--- src/rtl/apb_pkg.sv ---
// ---------------------------------------------------------------------------
// apb_pkg
// Shared types and constants for the APB3 register-bank completer.
//   - apb_slv_state_e : completer FSM states
//   - APB_ADDR_W/DATA_W : APB bus widths
//   - APB_ERR_RDATA   : read data returned on an error response
//   - APB_ID_PREFIX   : upper 30 bits of the read-only ID register
// Configuration macro: APB_SLV_RANDOM_WAIT_EN adds the LFSR seed and step
// function used by the pseudo-random wait-state generator.
// ---------------------------------------------------------------------------
package apb_pkg;

  localparam int APB_ADDR_W = 32;
  localparam int APB_DATA_W = 32;

  localparam logic [APB_DATA_W-1:0] APB_ERR_RDATA = 32'hDEAD_BEEF;

  // {APB_ID_PREFIX, SLAVE_ID} reads back as 32'hA5B0_000x.
  localparam logic [29:0] APB_ID_PREFIX = 30'h296C_0000;

  typedef enum logic [1:0] {
    IDLE  = 2'd0,
    SETUP = 2'd1,
    WAIT  = 2'd2,
    RESP  = 2'd3
  } apb_slv_state_e;

`ifdef APB_SLV_RANDOM_WAIT_EN
  localparam logic [15:0] APB_LFSR_SEED = 16'hACE1;

  // 16-bit Fibonacci LFSR, taps 16,14,13,11 (bits 15,13,12,10), shift left.
  function automatic logic [15:0] lfsr16_next(input logic [15:0] s);
    return {s[14:0], s[15] ^ s[13] ^ s[12] ^ s[10]};
  endfunction
`endif

endpackage

--- src/rtl/apb_wait_gen.sv ---
// ---------------------------------------------------------------------------
// apb_wait_gen
// Wait-state counter for the APB completer. The counter is loaded when a
// setup phase is accepted and decremented once per WAIT cycle.
// Ports:
//   clk_i        : clock (APB pclk)
//   rst_n_i      : synchronous active-low reset
//   load_i       : accepted setup; load the counter
//   dec_i        : decrement the counter (FSM is in WAIT)
//   wait_zero_o  : counter is 0 (no wait states for this transfer)
//   wait_done_o  : counter is 1 or 0 (last wait cycle)
// Configuration macro: APB_SLV_RANDOM_WAIT_EN
//   defined   : load value is lfsr[1:0] (0..3), LFSR steps once per load
//   undefined : load value is the WAIT_CYCLES parameter
// ---------------------------------------------------------------------------
module apb_wait_gen
  import apb_pkg::*;
#(
  parameter int unsigned WAIT_CYCLES = 1
) (
  input  logic clk_i,
  input  logic rst_n_i,
  input  logic load_i,
  input  logic dec_i,
  output logic wait_zero_o,
  output logic wait_done_o
);

  logic [3:0] cnt_q;
  logic [3:0] cnt_d;
  logic [3:0] load_val;

`ifdef APB_SLV_RANDOM_WAIT_EN
  logic [15:0] lfsr_q;
  logic [15:0] lfsr_d;

  always_comb begin
    lfsr_d = lfsr_q;
    if (load_i) begin
      lfsr_d = lfsr16_next(lfsr_q);
    end
  end

  // The value in the register at the moment of load is used, then it steps.
  assign load_val = {2'b00, lfsr_q[1:0]};

  always_ff @(posedge clk_i) begin
    if (!rst_n_i) begin
      lfsr_q <= APB_LFSR_SEED;
    end else begin
      lfsr_q <= lfsr_d;
    end
  end
`else
  assign load_val = 4'(WAIT_CYCLES);
`endif

  always_comb begin
    cnt_d = cnt_q;
    if (load_i) begin
      cnt_d = load_val;
    end else if (dec_i && (cnt_q != 4'd0)) begin
      cnt_d = cnt_q - 4'd1;
    end
  end

  always_ff @(posedge clk_i) begin
    if (!rst_n_i) begin
      cnt_q <= 4'd0;
    end else begin
      cnt_q <= cnt_d;
    end
  end

  assign wait_zero_o = (cnt_q == 4'd0);
  assign wait_done_o = (cnt_q <= 4'd1);

endmodule

--- src/rtl/apb_slave_regbank.sv ---
// ---------------------------------------------------------------------------
// apb_slave_regbank
// APB3 completer exposing NUM_REGS 32-bit words in a 256-byte window
// (only paddr[7:0] is decoded). Offset 0x00 is a read-only ID register.
// Programmable wait states; pslverr on misaligned access or write to ID.
// All outputs are registered.
// Ports:
//   pclk     : clock
//   presetn  : synchronous active-low reset
//   psel     : select from interconnect
//   penable  : access-phase strobe
//   pwrite   : 1 = write, 0 = read
//   paddr    : address, [7:0] decoded
//   pwdata   : write data
//   prdata   : read data, non-zero only in the response cycle of a read
//   pready   : one-cycle transfer completion
//   pslverr  : error response, only in the response cycle
// Configuration macro: APB_SLV_RANDOM_WAIT_EN (pseudo-random 0..3 wait
// states from an LFSR instead of WAIT_CYCLES).
// ---------------------------------------------------------------------------
module apb_slave_regbank
  import apb_pkg::*;
#(
  parameter logic [1:0]  SLAVE_ID    = 2'd2,
  parameter int unsigned WAIT_CYCLES = 1,
  parameter int unsigned NUM_REGS    = 64
) (
  input  logic                  pclk,
  input  logic                  presetn,
  input  logic                  psel,
  input  logic                  penable,
  input  logic                  pwrite,
  input  logic [APB_ADDR_W-1:0] paddr,
  input  logic [APB_DATA_W-1:0] pwdata,
  output logic [APB_DATA_W-1:0] prdata,
  output logic                  pready,
  output logic                  pslverr
);

  apb_slv_state_e state_q;
  apb_slv_state_e state_d;

  // Transfer attributes captured in the setup phase; bus changes after that
  // are ignored.
  logic [7:0]            addr_q;
  logic                  write_q;
  logic [APB_DATA_W-1:0] wdata_q;

  logic [APB_DATA_W-1:0] regs_q [NUM_REGS];

  logic [APB_DATA_W-1:0] prdata_q;
  logic [APB_DATA_W-1:0] prdata_d;
  logic                  pready_q;
  logic                  pready_d;
  logic                  pslverr_q;
  logic                  pslverr_d;

  logic       cap_en;
  logic       wait_load;
  logic       wait_dec;
  logic       wait_zero;
  logic       wait_done;

  logic [5:0] idx;
  logic       in_range;
  logic       err_misalign;
  logic       err_ro;
  logic       err_any;
  logic       wr_commit;
  logic [APB_DATA_W-1:0] rd_value;

  logic unused_paddr_hi;
  assign unused_paddr_hi = ^paddr[APB_ADDR_W-1:8];

  // -------------------------------------------------------------------------
  // Wait-state generator
  // -------------------------------------------------------------------------
  apb_wait_gen #(
    .WAIT_CYCLES (WAIT_CYCLES)
  ) u_wait_gen (
    .clk_i       (pclk),
    .rst_n_i     (presetn),
    .load_i      (wait_load),
    .dec_i       (wait_dec),
    .wait_zero_o (wait_zero),
    .wait_done_o (wait_done)
  );

  // -------------------------------------------------------------------------
  // Decode of the captured address
  // -------------------------------------------------------------------------
  assign idx          = addr_q[7:2];
  // Words beyond NUM_REGS read as 0 and swallow writes without an error.
  assign in_range     = (32'(idx) < NUM_REGS);
  assign err_misalign = (addr_q[1:0] != 2'b00);
  assign err_ro       = write_q && (idx == 6'd0);
  assign err_any      = err_misalign || err_ro;

  always_comb begin
    rd_value = '0;
    if (err_any) begin
      rd_value = APB_ERR_RDATA;
    end else if (idx == 6'd0) begin
      rd_value = {APB_ID_PREFIX, SLAVE_ID};
    end else if (in_range) begin
      rd_value = regs_q[idx];
    end
  end

  // -------------------------------------------------------------------------
  // Next-state logic
  // -------------------------------------------------------------------------
  always_comb begin
    state_d   = state_q;
    cap_en    = 1'b0;
    wait_load = 1'b0;
    wait_dec  = 1'b0;
    case (state_q)
      IDLE: begin
        // penable without a preceding setup phase is not a transfer.
        if (psel && !penable) begin
          state_d   = SETUP;
          cap_en    = 1'b1;
          wait_load = 1'b1;
        end
      end
      SETUP: begin
        if (!psel) begin
          state_d = IDLE;
        end else if (penable) begin
          state_d = wait_zero ? RESP : WAIT;
        end
      end
      WAIT: begin
        if (!psel) begin
          state_d = IDLE;
        end else begin
          wait_dec = 1'b1;
          if (wait_done) begin
            state_d = RESP;
          end
        end
      end
      RESP: begin
        // A new setup presented now is picked up from IDLE next cycle.
        state_d = IDLE;
      end
      default: begin
        state_d = IDLE;
      end
    endcase
  end

  // Outputs are computed from the next state so the registered values line
  // up with the RESP cycle itself.
  always_comb begin
    pready_d  = (state_d == RESP);
    pslverr_d = (state_d == RESP) && err_any;
    prdata_d  = '0;
    if ((state_d == RESP) && !write_q) begin
      prdata_d = rd_value;
    end
  end

  // Writes land at the end of the response cycle, so a reset or an
  // abandoned transfer never reaches the array.
  assign wr_commit = (state_q == RESP) && write_q && !err_any && in_range;

  // -------------------------------------------------------------------------
  // Sequential logic
  // -------------------------------------------------------------------------
  always_ff @(posedge pclk) begin
    if (!presetn) begin
      state_q   <= IDLE;
      addr_q    <= '0;
      write_q   <= 1'b0;
      wdata_q   <= '0;
      prdata_q  <= '0;
      pready_q  <= 1'b0;
      pslverr_q <= 1'b0;
    end else begin
      state_q   <= state_d;
      prdata_q  <= prdata_d;
      pready_q  <= pready_d;
      pslverr_q <= pslverr_d;
      if (cap_en) begin
        addr_q  <= paddr[7:0];
        write_q <= pwrite;
        wdata_q <= pwdata;
      end
    end
  end

  always_ff @(posedge pclk) begin
    if (!presetn) begin
      for (int i = 0; i < int'(NUM_REGS); i++) begin
        regs_q[i] <= '0;
      end
    end else if (wr_commit) begin
      regs_q[idx] <= wdata_q;
    end
  end

  assign prdata  = prdata_q;
  assign pready  = pready_q;
  assign pslverr = pslverr_q;

endmodule

--- config.mk ---
export PLATFORM = sky130hd
export DESIGN_NAME = apb_slave_regbank
export DESIGN_NICKNAME = d
export VERILOG_FILES = /design/src/rtl/apb_pkg.sv /design/src/rtl/apb_wait_gen.sv /design/src/rtl/apb_slave_regbank.sv
export SDC_FILE = /design/constraint.sdc
export NUM_CORES = 2
export LEC_CHECK = 0
export CAP_MARGIN = 15
export CORE_MARGIN = 3
export CORE_UTILIZATION = 68
export DETAILED_ROUTE_END_ITERATION = 6
export PLACE_DENSITY = 0.83
export SLEW_MARGIN = 20
export SYNTH_ARGS = -nofsm -noshare
export SYNTH_HDL_FRONTEND = slang
export SYNTH_HIERARCHICAL = 1
export SYNTH_SLANG_ARGS = --single-unit
--- constraint.sdc ---
create_clock -name pclk -period 9.55 [get_ports pclk]
set_input_delay 2.3875 -clock pclk [delete_from_list [all_inputs] [get_ports pclk]]
set_output_delay 2.3875 -clock pclk [all_outputs]
set_load 0.02 [all_outputs]
==> qor.yml <==
crit_family: "compound AO/OA/AOI/OAI gates"
endpoint_kind: "flop"
p_leak_nw: 36.6
comb_power_share_pct: 6.6
synth-edff-count: 2048
p_int_w: 0.0152
setup_viol: 0
die_area_um2: 145000
firstDrtPassIters: 6
critPathLaunchType: "primary input"
min_path_cells: 2
syn-cell-area_um2: 95700
arrival_ps: 5450
dp_hpwl_um: 141000
cts.sink_count: 2135
p_sw_w: 0.00445
synthArstFlopShare_pct: 0
min-delay-start: "u_wait_gen/cnt_q[2]$_SDFFE_PP0P_"
ctsResizeCount: 0
criticalPathCategory: "in2reg"
worstPathRequired_ps: 10170
antenna_found_initial: 22
nFillCells: 7603
synthCells: 6042
drive_above_1_share_pct: 20.2
initial_core_util_pct: 68.6
fin_area_um2: 105000
fin_skew_ps: 24.8
grt_pass1_vias: 55014
pwr-share-seq_pct: 54.4
peakVddDrop_mv: 0.195
track_usage_pct: 36.7
fp.dieW_um: 381
path_clk_slew_ps: 60
core_area_um2: 140000
synth.distinct_cells: 63
dr.first_iter.drc_count: 9485
area_delta_synth_final_pct: 9.79
wl_per_cell_um: 33.0
netSwitchingFraction_pct: 22.7
slew-limit-headroom_pct: 14.4
total_power_w: 0.0196
hp-class: "reg2reg"
cts_root_buffer: "clkbuf_16"
cp.depth: 7
vias: 55115
wl_um: 262000
die_h_um: 381
reg2reg_depth: 7
critPathSlowestCell: "o31ai_1"
placed_cell_area_um2: 98700
hold_violations: 0
clockBufferDepth: 3
fmax_ghz: 0.207
report.final.slew_viol_count: 0
postCtsSetupBuffers: 0
crit_path_cell_trace: "clkdlybuf4s50_1 -> inv_1 -> a211oi_1 -> nor4b_4 -> buf_4 -> nand2_1 -> o31ai_1"
run_status: "complete, no violations"
r2r-end: "prdata[18]$_SDFF_PN0_"
drv_cap: 0
ctsHoldBuffers: 0
num_rows: 137
cts-htree-levels: 4
synth_seq_cells: 2135
yosys_warnings: 6
crit_fanout: 35
reg2reg_slack_ps: 4770
drc: 0
rsz0062_at_grt: "false"
cpPeakStageDelay_ps: 1020
holdPathEnd: "u_wait_gen/cnt_q[2]$_SDFFE_PP0P_"
tightest_slew_ps: 1250
totalNegativeSetupSlack_ps: 0
ant_nets: 0
ys.flop_type: "edfxtp_1"
ios: 103
overflow: 0
finalCritPeriodShare_pct: 50.5
insertion_delay_ps: 850
worstPathBufferInverterCount: 3
min_period_ps: 4830
yosysSeqAreaShare_pct: 66.1
cts_inserted_buffers: 205
clock_power_share_pct: 39.0
nets: 5964
layout_commonest_cell: "edfxtp_1"
place.gp.congestion: 0.943
syn_avg_cell_area_um2: 15.8
final_cell_mix: "edfxtp_1 (2,048), and2_1 (2,017), mux4_2 (590), clkbuf_16 (207), buf_4 (158)"
tritoncts: "yes"
powerDensity_nw_per_um2: 187
grt_pass1_wl_um: 380000
routed_via_density: 6.94
grt_start_max_net_pins: 112
port_buffers: 78
==> registers in the layout, summed over array words and instances, names as in the netlist, named ones only <==
register	cells
pready	1
state_q	2
wdata_q	32
pslverr	1
regs_q	2048
addr_q	8
write_q	1
prdata	32
u_wait_gen/cnt_q	4
==> cell families after synthesis <==
logic type / Yosys count / share of synthesized area [%]
muxes: 682 / 14.9
buffers and inverters: 643 / 2.76
other: 1 / 0.00392
and+or+nand+nor: 2370 / 14.9
adders and majority gates: 3 / 0.0392
DFF: 2135 / 66.1
AOI/OAI and AO/OA: 208 / 1.34
==> routing by layer <==
layer | vias to the layer above | GRT usage [%] | wire length (µm)
met3 | 739 | 11.1 | 42600
met2 | 4895 | 54.7 | 120000
met4 | 10 | 17.6 | 14100
li1 | 21853 | - | -
met5 | - | 0 | 71
met1 | 27618 | 50.5 | 85900
==> cell usage after synthesis (all sizes together) (9+ instances only) <==
master	number	area (µm²)
a21oi	56	280
a22oi	9	67.6
a31oi	11	68.8
and2	2019	12600
buf	168	858
clkbuf	464	1740
dfxtp	87	1740
edfxtp	2048	61500
mux2i	84	841
mux4	590	13300
nand2	153	574
nand2b	12	75.1
nand3	48	240
nand4	11	68.8
nor2	81	304
o2111ai	15	131
o21ai	69	345
==> cell type report <==
type | count | area [µm²] | share of cell area [%]
timing repair buffer | 244 | 2140 | 2.03
multi-input combinational | 3295 | 31000 | 29.5
clock inverter | 111 | 713 | 0.679
clock buffer | 263 | 5510 | 5.25
tap | 1876 | 2350 | 2.23
sequential | 2135 | 63300 | 60.3
antenna | 5 | 12.5 | 0.0119
inverter | 11 | 46.3 | 0.0441
==> worst max-delay path by stage <==
stage,end,from,slack (ps)
floorplan,regs_q[6][0]$_SDFFCE_PN0P_,presetn,3430
global placement,regs_q[39][10]$_SDFFCE_PN0P_,presetn,4230
detailed placement,regs_q[25][10]$_SDFFCE_PN0P_,presetn,4130
CTS,prdata[21]$_SDFF_PN0_,flop,4970
global route,prdata[8]$_SDFF_PP0_,psel,4680
finish,prdata[28]$_SDFF_PN0_,psel,4720
==> stage by stage <==
| stage | instances | setup slack (ps) | util (%) | hold slack (ps) |
|---|---|---|---|---|
| final | 7940 | 4720 | 75.3 | 529 |
| after global routing | 7935 | 4680 | 75.3 | 545 |
| after CTS | 7934 | 4970 | 75.2 | 511 |
| after detailed placement | 7560 | 4130 | 70.8 | 495 |
| after global placement | 7559 | 4230 | 70.8 | 499 |
| after floorplan | 6073 | 3430 | - | 471 |
==> power groups by stage <==
stage	sequential, W	clock (W)	combinational [W]
floorplan	0.0108	0	0.000755
global route	0.0107	0.00801	0.00131
global placement	0.0108	0	0.00122
detailed placement	0.0109	0	0.00124
CTS	0.0107	0.00765	0.00125
finish	0.0107	0.00765	0.00129
==> worst register-to-register path: cells and delay by family, from the launching register on <==
kind                   cells  cell delay (ps)
AO/OA/AOI/OAI              2             1280
AND/OR/NAND/NOR            2              370
multiplexers               1              680
flip-flops                 1              670
buffers and inverters      2             1560
Power figures use the tool's default switching activity.
